--- config.mk ---
export PLATFORM = sky130hd
export DESIGN_NAME = mem320_frame_writer
export DESIGN_NICKNAME = d
export VERILOG_FILES = /design/src/rtl/mem320_frame_writer.sv
export SDC_FILE = /design/constraint.sdc
export NUM_CORES = 1
export LEC_CHECK = 0
export ABC_CLOCK_PERIOD_IN_PS = 2300
export CORE_MARGIN = 2
export CORE_UTILIZATION = 55
export DETAILED_ROUTE_END_ITERATION = 7
export GPL_TIMING_DRIVEN = 0
export PLACE_DENSITY = 0.79
export SYNTH_ARGS = -nofsm -noshare
export SYNTH_HDL_FRONTEND = slang
export SYNTH_SLANG_ARGS = --single-unit
export TNS_END_PERCENT = 1
--- constraint.sdc ---
create_clock -name clk -period 2.3 [get_ports clk]
set_clock_uncertainty 0.05 [all_clocks]
set_input_delay 0.69 -clock clk [delete_from_list [all_inputs] [get_ports clk]]
set_output_delay 0.69 -clock clk [all_outputs]
set_load 0.01 [all_outputs]
--- src/rtl/mem320_frame_writer.sv ---
// ---------------------------------------------------------------------------
// mem320_frame_writer
//
// Purpose:
//   This is the writer side of the two-bank 320x320 pixel store.
//   - It accepts one raster-order source frame (SRC_W x SRC_H, DATA_W bits
//     per pixel).
//   - It decimates the frame 2:1 in both axes. A pixel is kept only when
//     both its row and its column are even.
//   - Each kept pixel goes to one of two banks by its linear destination
//     index:
//       * indices below BANK_DEPTH are written to bank 0;
//       * the rest are written to bank 1 at (index - BANK_DEPTH).
//   - A one-cycle done320 pulse marks a completed frame. The reader side
//     uses it as its load trigger.
//
// Ports:
//   clk       in   system clock, rising edge
//   rst_n     in   synchronous active-low reset
//   start     in   single-cycle pulse, starts a frame from IDLE
//   in_valid  in   source pixel valid
//   in_pixel  in   source pixel [DATA_W]
//   in_ready  out  writer accepts pixels (RUN only)
//   wr_en0    out  bank 0 write strobe
//   wr_en1    out  bank 1 write strobe
//   wr_addr   out  bank-local write address [BANK_AW]
//   wr_data   out  write data [DATA_W]
//   busy      out  high while a frame is being received
//   done320   out  one-cycle frame-complete pulse
// ---------------------------------------------------------------------------
module mem320_frame_writer #(
  parameter int SRC_W      = 640,
  parameter int SRC_H      = 640,
  parameter int BANK_DEPTH = 51200,
  parameter int DATA_W     = 8,
  parameter int BANK_AW    = 16
) (
  input  logic               clk,
  input  logic               rst_n,
  input  logic               start,
  input  logic               in_valid,
  input  logic [DATA_W-1:0]  in_pixel,
  output logic               in_ready,
  output logic               wr_en0,
  output logic               wr_en1,
  output logic [BANK_AW-1:0] wr_addr,
  output logic [DATA_W-1:0]  wr_data,
  output logic               busy,
  output logic               done320
);

  localparam int COL_W  = (SRC_W > 2) ? $clog2(SRC_W) : 1;
  localparam int ROW_W  = (SRC_H > 2) ? $clog2(SRC_H) : 1;
  // dest must also hold the one-past-the-end value reached after the final write
  localparam int DEST_W = $clog2((SRC_W / 2) * (SRC_H / 2) + 1);
  localparam int EXT_W  = (DEST_W > BANK_AW) ? DEST_W : BANK_AW;

  typedef enum logic [1:0] {
    ST_IDLE = 2'd0,
    ST_RUN  = 2'd1,
    ST_DONE = 2'd2
  } state_t;

  state_t              r_state;
  logic [COL_W-1:0]    r_col_p0;
  logic [ROW_W-1:0]    r_row_p0;
  logic [DEST_W-1:0]   r_dest_p0;
  logic                r_in_ready;
  logic                r_busy;
  logic                r_done;
  logic                r_wr_en0_p1;
  logic                r_wr_en1_p1;
  logic [BANK_AW-1:0]  r_wr_addr_p1;
  logic [DATA_W-1:0]   r_wr_data_p1;

  logic                w_accept;
  logic                w_keep;
  logic                w_col_last;
  logic                w_row_last;
  logic [EXT_W-1:0]    w_dest_ext;
  logic                w_in_bank1;
  logic [BANK_AW-1:0]  w_local_addr;

  // Bank-local address for a destination index. The subtraction is done at
  // a width that fits both the dest counter and the bank address, so that
  // small bank depths and narrow counters both map cleanly.
  function automatic logic [BANK_AW-1:0] bank_local(input logic [EXT_W-1:0] d,
                                                    input logic            hi);
    logic [EXT_W-1:0] v;
    v = hi ? (d - EXT_W'(BANK_DEPTH)) : d;
    return BANK_AW'(v);
  endfunction

  // ---- stage p0: accept, keep decision, raster counters ----
  // in_ready is a registered copy of "state is RUN", so an accept is just
  // valid qualified by it.
  assign w_accept     = in_valid && r_in_ready;
  // Keep even row / even column only.
  assign w_keep       = w_accept && !r_col_p0[0] && !r_row_p0[0];
  assign w_col_last   = (r_col_p0 == COL_W'(SRC_W - 1));
  assign w_row_last   = (r_row_p0 == ROW_W'(SRC_H - 1));
  assign w_dest_ext   = EXT_W'(r_dest_p0);
  assign w_in_bank1   = (w_dest_ext >= EXT_W'(BANK_DEPTH));
  assign w_local_addr = bank_local(w_dest_ext, w_in_bank1);

  always_ff @(posedge clk) begin
    if (!rst_n) begin
      r_state      <= ST_IDLE;
      r_col_p0     <= '0;
      r_row_p0     <= '0;
      r_dest_p0    <= '0;
      r_in_ready   <= 1'b0;
      r_busy       <= 1'b0;
      r_done       <= 1'b0;
      r_wr_en0_p1  <= 1'b0;
      r_wr_en1_p1  <= 1'b0;
      r_wr_addr_p1 <= '0;
      r_wr_data_p1 <= '0;
    end else begin
      // Strobes and done are single-cycle unless re-armed below.
      r_wr_en0_p1 <= 1'b0;
      r_wr_en1_p1 <= 1'b0;
      r_done      <= 1'b0;

      case (r_state)
        ST_IDLE: begin
          if (start) begin
            r_state    <= ST_RUN;
            r_col_p0   <= '0;
            r_row_p0   <= '0;
            r_dest_p0  <= '0;
            r_in_ready <= 1'b1;
            r_busy     <= 1'b1;
          end
        end

        ST_RUN: begin
          // ---- stage p1: write port register ----
          if (w_keep) begin
            r_wr_en0_p1  <= !w_in_bank1;
            r_wr_en1_p1  <= w_in_bank1;
            r_wr_addr_p1 <= w_local_addr;
            r_wr_data_p1 <= in_pixel;
            r_dest_p0    <= r_dest_p0 + 1'b1;
          end

          if (w_accept) begin
            if (w_col_last) begin
              r_col_p0 <= '0;
              if (w_row_last) begin
                // The final pixel is odd-indexed and produces no write, so
                // every write has already been issued by now.
                r_row_p0   <= '0;
                r_state    <= ST_DONE;
                r_in_ready <= 1'b0;
                r_busy     <= 1'b0;
                r_done     <= 1'b1;
              end else begin
                r_row_p0 <= r_row_p0 + 1'b1;
              end
            end else begin
              r_col_p0 <= r_col_p0 + 1'b1;
            end
          end
        end

        ST_DONE: begin
          r_state <= ST_IDLE;
        end

        default: begin
          r_state    <= ST_IDLE;
          r_in_ready <= 1'b0;
          r_busy     <= 1'b0;
        end
      endcase
    end
  end

  assign in_ready = r_in_ready;
  assign busy     = r_busy;
  assign done320  = r_done;
  assign wr_en0   = r_wr_en0_p1;
  assign wr_en1   = r_wr_en1_p1;
  assign wr_addr  = r_wr_addr_p1;
  assign wr_data  = r_wr_data_p1;

endmodule

# [After elaboration in Yosys (flattened, before gate mapping)]
# Cells that the tools add are included.
[word_totals] word_cells=64 register_bits=67
[classes] muxes=23 n_eq_ne=9 n_reduce_logical=16 n_lt_le_gt_ge=1 addsub=4 n_bitwise=1
[ops] cell="two-way mux 10 bit" n=6
[ops] cell="one-hot mux 10 bit (2 select lines)" n=2
[ops] cell="two-way mux 17 bit" n=2
[ops] cell="one-hot mux 17 bit (2 select lines)" n=1
[ops] cell="adder 10 x 1 -> 10 bit, second input constant" n=2
[ops] cell="equality test 10 bit, second input constant" n=2
[ops] cell="adder 17 x 1 -> 17 bit, second input constant" n=1
[ops] cell=">= comparator 17 x 16 -> 1 bit, second input constant" n=1
[ops] cell="two-way mux 16 bit" n=1
[ops] cell="subtractor 16 bit, second input constant" n=1
[ops] cell="AND reduction 4 bit" n=3
[ops] cell="inequality test 2 bit, second input constant" n=5
[ops] cell="AND reduction 3 bit" n=3
[ops] cell="two-way mux 2 bit" n=4
[ops] cell="two-way mux 1 bit" n=5
[ops] cell="AND reduction 5 bit" n=1
[ops] cell="one-hot mux 2 bit (2 select lines)" n=1
[ops] cell="logical AND 1 bit" n=3
[ops] cell="logical NOT 1 bit" n=3
[ops] cell="one-hot mux 1 bit (3 select lines)" n=1
[ops] cell="equality test 2 x 1 -> 1 bit, second input constant" n=1
[ops] cell="equality test 2 bit, second input constant" n=1
[ops] cell="logical NOT 2 bit" n=1
[ops] cell="AND reduction 2 bit" n=1
[ops] cell="2 further kinds" n=2

# [Depth between registers and ports, before layout]
# Gate-level depths: netlist of run 1.
[logic_depth] word_depth=5 mapped_depth=7 ltp_nobuf=6

# [Worst setup path before layout of run 1]
# Ideal clock, no wire load.
[synth_path] path_type="input to register" startpoint="input start" endpoint="register r_dest_p0[10]" setup_slack_ns=0.161 t_arrival_ns=2.018 required_time_ns=2.179 cell_stages=4 path_cell_list="nor3b_1 a21oi_1 or4_2 a21oi_1"
[synth_via] elab_chain_len=2
[synth_lines] item="from (decl)" line="40" text="input logic start,"
[synth_lines] item="inequality test 2 bit (no source line)"
[synth_lines] item="AND reduction 3 bit (no source line)"
[synth_lines] item="to (signal assigned)" line="144" text="r_dest_p0 <= r_dest_p0 + 1'b1;"
[synth_lines] item="to (decl)" line="67" text="logic [DEST_W-1:0] r_dest_p0;"
# Every way passes these cells.
# A chain may end at the register's enable or synchronous reset.

==> impl_metrics.py, run 1 <==
metrics = {
    "floorplan": {
        "num_rows": 28,
        "initial_core_util_pct": 56.0,
        "ios": 41,
        "core_sq_mm": 0.00582,
        "dieArea_sq_mm": 0.00656,
        "die_height_microns": 81.0,
        "die_w_microns": 81.0,
    },
    "clock_network": {
        "cts.sinks": 67,
        "ctsHoldBuffers": 0,
        "cts.path.max_buffers": 2,
        "h-tree-depth": 3,
        "clk_latency_ns": 0.35,
        "cts_root_buffer": "clkbuf_8",
        "clk_pin_slew_worst_paths_ns": 0.08,
        "numCtsBuffers": 9,
        "tritoncts": "done",
    },
    "flow_run": {
        "drv_cap": 0,
    },
    "sta": {
        "slew_headroom_pct": 57.2,
        "rsz0062_at_grt": "no",
        "setup_viol": 0,
        "worst_pin_slew_ns": 0.634,
        "finalCritPeriodShare_pct": 96.5,
        "fin_crit_ns": 2.22,
        "drv_slew": 0,
        "clock.fmax_mhz": 451,
        "finalHoldViolations": 0,
    },
    "synth": {
        "synth.most_common_cell": "dfxtp_1",
        "syn_avg_cell_area_sq_um": 8.04,
        "synthTopCellsByArea": "dfxtp_1 (41%), nand2_1 (7.3%), a21oi_1 (6.8%)",
        "yosysWarnings": 0,
        "ys_top_cells_by_count": "dfxtp_1 (67), nand2_1 (63), a21oi_1 (44), nand3_1 (21), nor2_1 (21)",
        "ys_seq_elements": 67,
        "synthFlopType": "dfxtp_1",
        "synth_top_cell_by_area": "dfxtp_1",
        "synth_edf_count": 0,
        "yosysUniqueCellTypes": 58,
        "async_flop_share_pct": 0,
        "synth_nets": 423,
        "synthesis.area_sq_mm": 0.00326,
        "syn_inst": 405,
        "synth_top_area_share_pct": 41.2,
        "ys_seq_area_share_pct": 41.2,
    },
    "pwr": {
        "ir_worst_vdd_uv": 381,
        "power_mw": 2.58,
        "p_per_area_mw_per_mm2": 640,
        "p_leak_nw": 1.37,
    },
    "finish": {
        "final_area_sq_mm": 0.00404,
        "area_growth_pct": 24.0,
        "fillers": 482,
        "layout-drive-gt1-share_pct": 9.11,
        "nets": 474,
        "multi_input_area_sq_mm": 0.00180,
        "seq_area_sq_mm": 0.00134,
        "antenna_cells": 0,
    },
    "drt": {
        "top_layer": "met4",
        "wl_met1_microns": 3740,
        "wl_met3_microns": 510,
        "ant_nets": 0,
        "vias_per_cell": 6.11,
        "post-route-drc-count": 0,
        "wl_per_cell_microns": 15.8,
        "drt_pass1_iterations": 5,
        "via_count": 3273,
        "drtIter0Drc": 313,
        "wl_met2_microns": 3940,
        "drt-total-wl_microns": 8470,
    },
    "placed_design": {
        "port_buffers": 39,
        "hpwl_microns": 5720,
        "dpl_cell_area_sq_mm": 0.00374,
        "gp_congestion": 0.919,
    },
    "grt": {
        "overflow": 0,
        "antenna_found_initial": 0,
        "grt_pass1_wl_microns": 13400,
        "grt_max_degree": 13,
        "gr-usage-all-layers_pct": 26.4,
        "grt_pass1_vias": 2867,
    },
    "status": {
        "status": "complete, no violations",
    },
    "critical_path": {
        "arrival_ns": 1.48,
        "end_kind": "primary output",
        "crit_fanout": 8,
        "startpoint_type": "register",
        "criticalPathCategory": "register to primary output",
        "required_ns": 1.56,
    },
    "worst_hold_path": {
        "hp-class": "register to register",
    },
}
## placed cells by master (no fill, tap or decap), drive strengths merged, types with 2 or more instances in the layout
master	count
buf	8
o211ai	3
and2	8
nand3	21
clkbuf	26
a211oi	4
xor2	4
nor2	21
bufinv	3
o221ai	2
o21ai	12
or2	2
a31oi	4
a31o	2
a21oi	44
or3b	2
o22ai	2
mux2i	3
clkinv	3
clkdlybuf4s50	37
nor3	8
inv	14
nand2b	3
o31ai	7
nor3b	2
or4	10
a2111oi	3
dfxtp	67
nor2b	3
a32oi	2
and3	8
o2bb2ai	2
nand4	14
and4	3
xnor2	6
or3	4
ha	6
nand3b	3
nand2	63
nor4	4
## layer usage
| metal | vias up | track usage (%) |
|---|---|---|
| li1 | 1585 | - |
| met1 | 1519 | 34.9 |
| met2 | 136 | 40.2 |
| met3 | 33 | 5.33 |
| met4 | 0 | 15.3 |
| met5 | - | 0 |
## critical path: stages, from the launching register on
cell	delay [ns]
dfxtp_1	0.45
buf_4	0.15
clkdlybuf4s50_1	0.53
## repair_timing
item | 4_1_cts | 5_1_grt
resized for setup | 10 | 9
hold endpoints to repair | 0 | 0
setup buffers | 1 | 0
setup endpoints to repair | 24 | 39
## registers in the layout (all words and copies together), names as in the netlist
name,cells
busy,1
done320,1
r_col_p0,10
r_dest_p0,17
r_row_p0,10
r_state,2
wr_addr,16
wr_data,8
wr_en0,1
wr_en1,1
## final timing paths
path                              startpoint                  endpoint  slack, ns  cells after the start
setup reg to reg  r_dest_p0[10]$_SDFFE_PN0P_  wr_addr[12]$_SDFFE_PN0P_       0.11                      5
hold / removal       wr_addr[3]$_SDFFE_PN0P_   wr_addr[3]$_SDFFE_PN0P_       0.40                      2
setup / recovery           busy$_SDFFE_PN0P_                  in_ready       0.08                      2
hold reg to reg      wr_addr[3]$_SDFFE_PN0P_   wr_addr[3]$_SDFFE_PN0P_       0.40                      2
## power by group
part | switching (mW) | internal, mW
clock network | 0.496 | 0.718
logic | 0.112 | 0.0719
registers | 0.0139 | 1.17
## per-stage QoR
stage               worst slack [ns]  setup TNS (ns)  util (%)  hold WS [ns]  instances
global route                  0.0403               0      69.4         0.417        536
CTS                          0.00857               0      69.1         0.407        536
detailed placement            -0.806          -22.77      64.4         0.397        519
finish                        0.0807               0      69.4         0.404        536
global placement              -0.813          -20.82      64.4         0.391        519
floorplan                      0.161               0         -         0.408        405
## layout make-up
type	instances	share of cell area, %
sequential	67	33.2
clock buffer	9	3.07
timing repair buffer	40	9.88
buffer	24	2.63
tap	75	2.32
multi-input combinational	300	44.7
clock inverter	7	2.88
inverter	14	1.30
## cell families (layout without fill, tap and decap cells)
family	after synthesis	in the layout	synth area share, %
multiplexers	3	3	0.922
adder cells (fa/ha/maj)	6	6	2.30
buffers and inverters	38	94	4.65
AO/OA/AOI/OAI	98	98	19.2
AND/OR/NAND/NOR	183	183	29.1
XOR/XNOR	10	10	2.69
flip-flops	67	67	41.2
No activity file was read; power rests on OpenSTA's default activity.
==> run 2: changes to the inputs <==
- CTS_CLUSTER_SIZE: unset -> 40
==> results of run 2 <==
Final layout, timing and power as in run 1 (identical DEF).
==> run 3: changes to the inputs <==
- ABC_CLOCK_PERIOD_IN_PS: 2300 -> 1900
- CORE_UTILIZATION: 55 -> 50
- PLACE_DENSITY: 0.79 -> 0.76
- clock period: 2.3 -> 1.9 ns (I/O delays scaled with it)
==> run 3 against run 2 <==
The flow now finishes with violations (setup timing). Die area grew 9.5%. Sequential share of layout area shrank 0.31 points. First-iteration DRC count shrank 34%. Clock-buffer cell count grew 1. Clock power is essentially flat. Cell area grew 2.4%. Total power grew 11%. Register-to-register slack lost 0.27 ns. Non-clock buffer count grew 5.
==> impl_metrics.py, run 3 (same netlist as run 1, synthesis figures left out) <==
metrics = {
    "critical_path": {
        "arrival_ns": 2.28,
        "r2r-start": "r_dest_p0[4]$_SDFFE_PN0P_",
        "end_kind": "register",
        "r2r_setup_slack_ns": -0.16,
        "criticalPathCategory": "register to register",
        "required_ns": 2.11,
        "crit_fanout": 3,
        "r2r_cells": 4,
        "startpoint_type": "register",
        "r2r_end": "wr_addr[12]$_SDFFE_PN0P_",
    },
    "sta": {
        "setup_tns_ns": -0.452,
        "slew_headroom_pct": 61.8,
        "rsz0062_at_grt": "yes",
        "finalHoldViolations": 0,
        "finalCritPeriodShare_pct": 109,
        "drv_slew": 0,
        "fin_crit_ns": 2.06,
        "clock.fmax_mhz": 484,
        "setup_viol": 12,
        "fin_ws_ns": -0.165,
        "hold_slack_ns": 0.406,
        "worst_pin_slew_ns": 0.558,
    },
    "worst_hold_path": {
        "hold_start": "wr_addr[7]$_SDFFE_PN0P_",
        "min_path_cells": 2,
        "hp-class": "register to register",
        "hold_end": "wr_addr[7]$_SDFFE_PN0P_",
    },
    "finish": {
        "layout-drive-gt1-share_pct": 15.5,
        "area_growth_pct": 27.0,
        "largest_register": "r_dest_p0",
        "nets": 479,
        "fillers": 537,
        "final_common_cell": "nand2_1",
        "mostFrequentLayoutCells": "nand2_1 (61), dfxtp_1 (58), a21oi_1 (43), clkdlybuf4s50_1 (34), nor2_1 (20)",
        "antenna_cells": 0,
        "largest_register_ffs": 17,
    },
    "placed_design": {
        "gp_congestion": 0.910,
        "port_buffers": 39,
        "hpwl_microns": 5750,
    },
    "clock_network": {
        "cts.path.max_buffers": 2,
        "tritoncts": "done",
        "cts.sinks": 67,
        "clk_latency_ns": 0.34,
        "ctsHoldBuffers": 0,
        "numCtsBuffers": 9,
        "h-tree-depth": 3,
        "clk_pin_slew_worst_paths_ns": 0.07,
        "cts_root_buffer": "clkbuf_8",
    },
    "drt": {
        "drt-total-wl_microns": 8330,
        "post-route-drc-count": 0,
        "drt_pass1_iterations": 5,
        "via_count": 3220,
        "wl_per_cell_microns": 15.3,
        "ant_nets": 0,
        "drtIter0Drc": 206,
        "vias_per_cell": 5.93,
    },
    "grt": {
        "grt_pass1_wl_microns": 13900,
        "overflow": 0,
        "met1_usage_pct": 31.0,
        "antenna_found_initial": 0,
        "grt_pass1_vias": 3002,
        "grt_use_met2_pct": 38.9,
        "use_met3_pct": 5.31,
        "busiest_layer": "met2",
        "grt_max_degree": 13,
        "gr-usage-all-layers_pct": 23.6,
    },
    "floorplan": {
        "core_sq_mm": 0.00631,
        "die_height_microns": 84.7,
        "die_w_microns": 84.7,
        "num_rows": 29,
        "ios": 41,
        "initial_core_util_pct": 51.6,
        "dieArea_sq_mm": 0.00718,
    },
    "flow_run": {
        "drv_cap": 0,
    },
    "status": {
        "violations": "setup timing",
        "status": "finished, violations left",
    },
    "pwr": {
        "power_mw": 2.87,
        "ir_worst_vdd_uv": 602,
        "p_leak_nw": 1.42,
        "p_per_area_mw_per_mm2": 693,
    },
}
==> run 3: through the flow <==
step	instances	worst slack, ns	utilization (%)	cell area [sq um]
2_1_floorplan	405	-0.128	-	3260
3_3_place_gp	521	-1.11	59.3	3740
3_5_place_dp	521	-1.15	59.3	3740
4_1_cts	542	-0.174	64.7	4090
5_1_grt	543	-0.216	65.5	4140
6_report	543	-0.165	65.5	4140
==> run 3: cell type report <==
class,instances,area (sq um),area share (%)
flip-flops and latches,67,1360,32.9
clock inverters,6,65.1,1.57
multi-input cells,300,1860,45.0
repair buffers,48,455,11.0
plain buffers,21,106,2.57
well taps,77,96.3,2.33
clock buffers,10,138,3.33
inverters,14,52.6,1.27
==> run 3: how the worst max path moves through the flow <==
stage / startpoint / end / slack [ns]
after floorplan: r_dest_p0[3]$_SDFFE_PN0P_ / wr_addr[12]$_SDFFE_PN0P_ / -0.13
after global placement: start / r_dest_p0[13]$_SDFFE_PN0P_ / -1.11
after detailed placement: start / r_dest_p0[13]$_SDFFE_PN0P_ / -1.15
after CTS: r_dest_p0[3]$_SDFFE_PN0P_ / wr_addr[12]$_SDFFE_PN0P_ / -0.17
after global routing: r_dest_p0[4]$_SDFFE_PN0P_ / wr_addr[12]$_SDFFE_PN0P_ / -0.22
final: r_dest_p0[4]$_SDFFE_PN0P_ / wr_addr[12]$_SDFFE_PN0P_ / -0.16
==> run 3: routing by layer <==
layer	up-vias	share of wire, %
met3	15	4.6
li1	1586	-
met4	0	1.4
met1	1524	45
met2	95	49
met5	-	0
==> run 3: worst max-delay path, stage by stage, from the launching register on <==
cell	delay, ns
dfxtp_4	0.35
or4_4	0.54
or4_4	0.55
a2111o_1	0.44
o211ai_2	0.06
==> run 3: repair_timing <==
item | CTS | global route
endpoints found under the setup margin | 64 | 48
gates cloned | 0 | 0
pin swaps | 3 | 3
resized for setup | 39 | 20
setup buffers | 6 | 3
==> run 3: report_power, final <==
group | internal, mW | switching (mW)
combinational | 0.0917 | 0.139
sequential | 1.42 | 0.0180
clock | 0.641 | 0.562
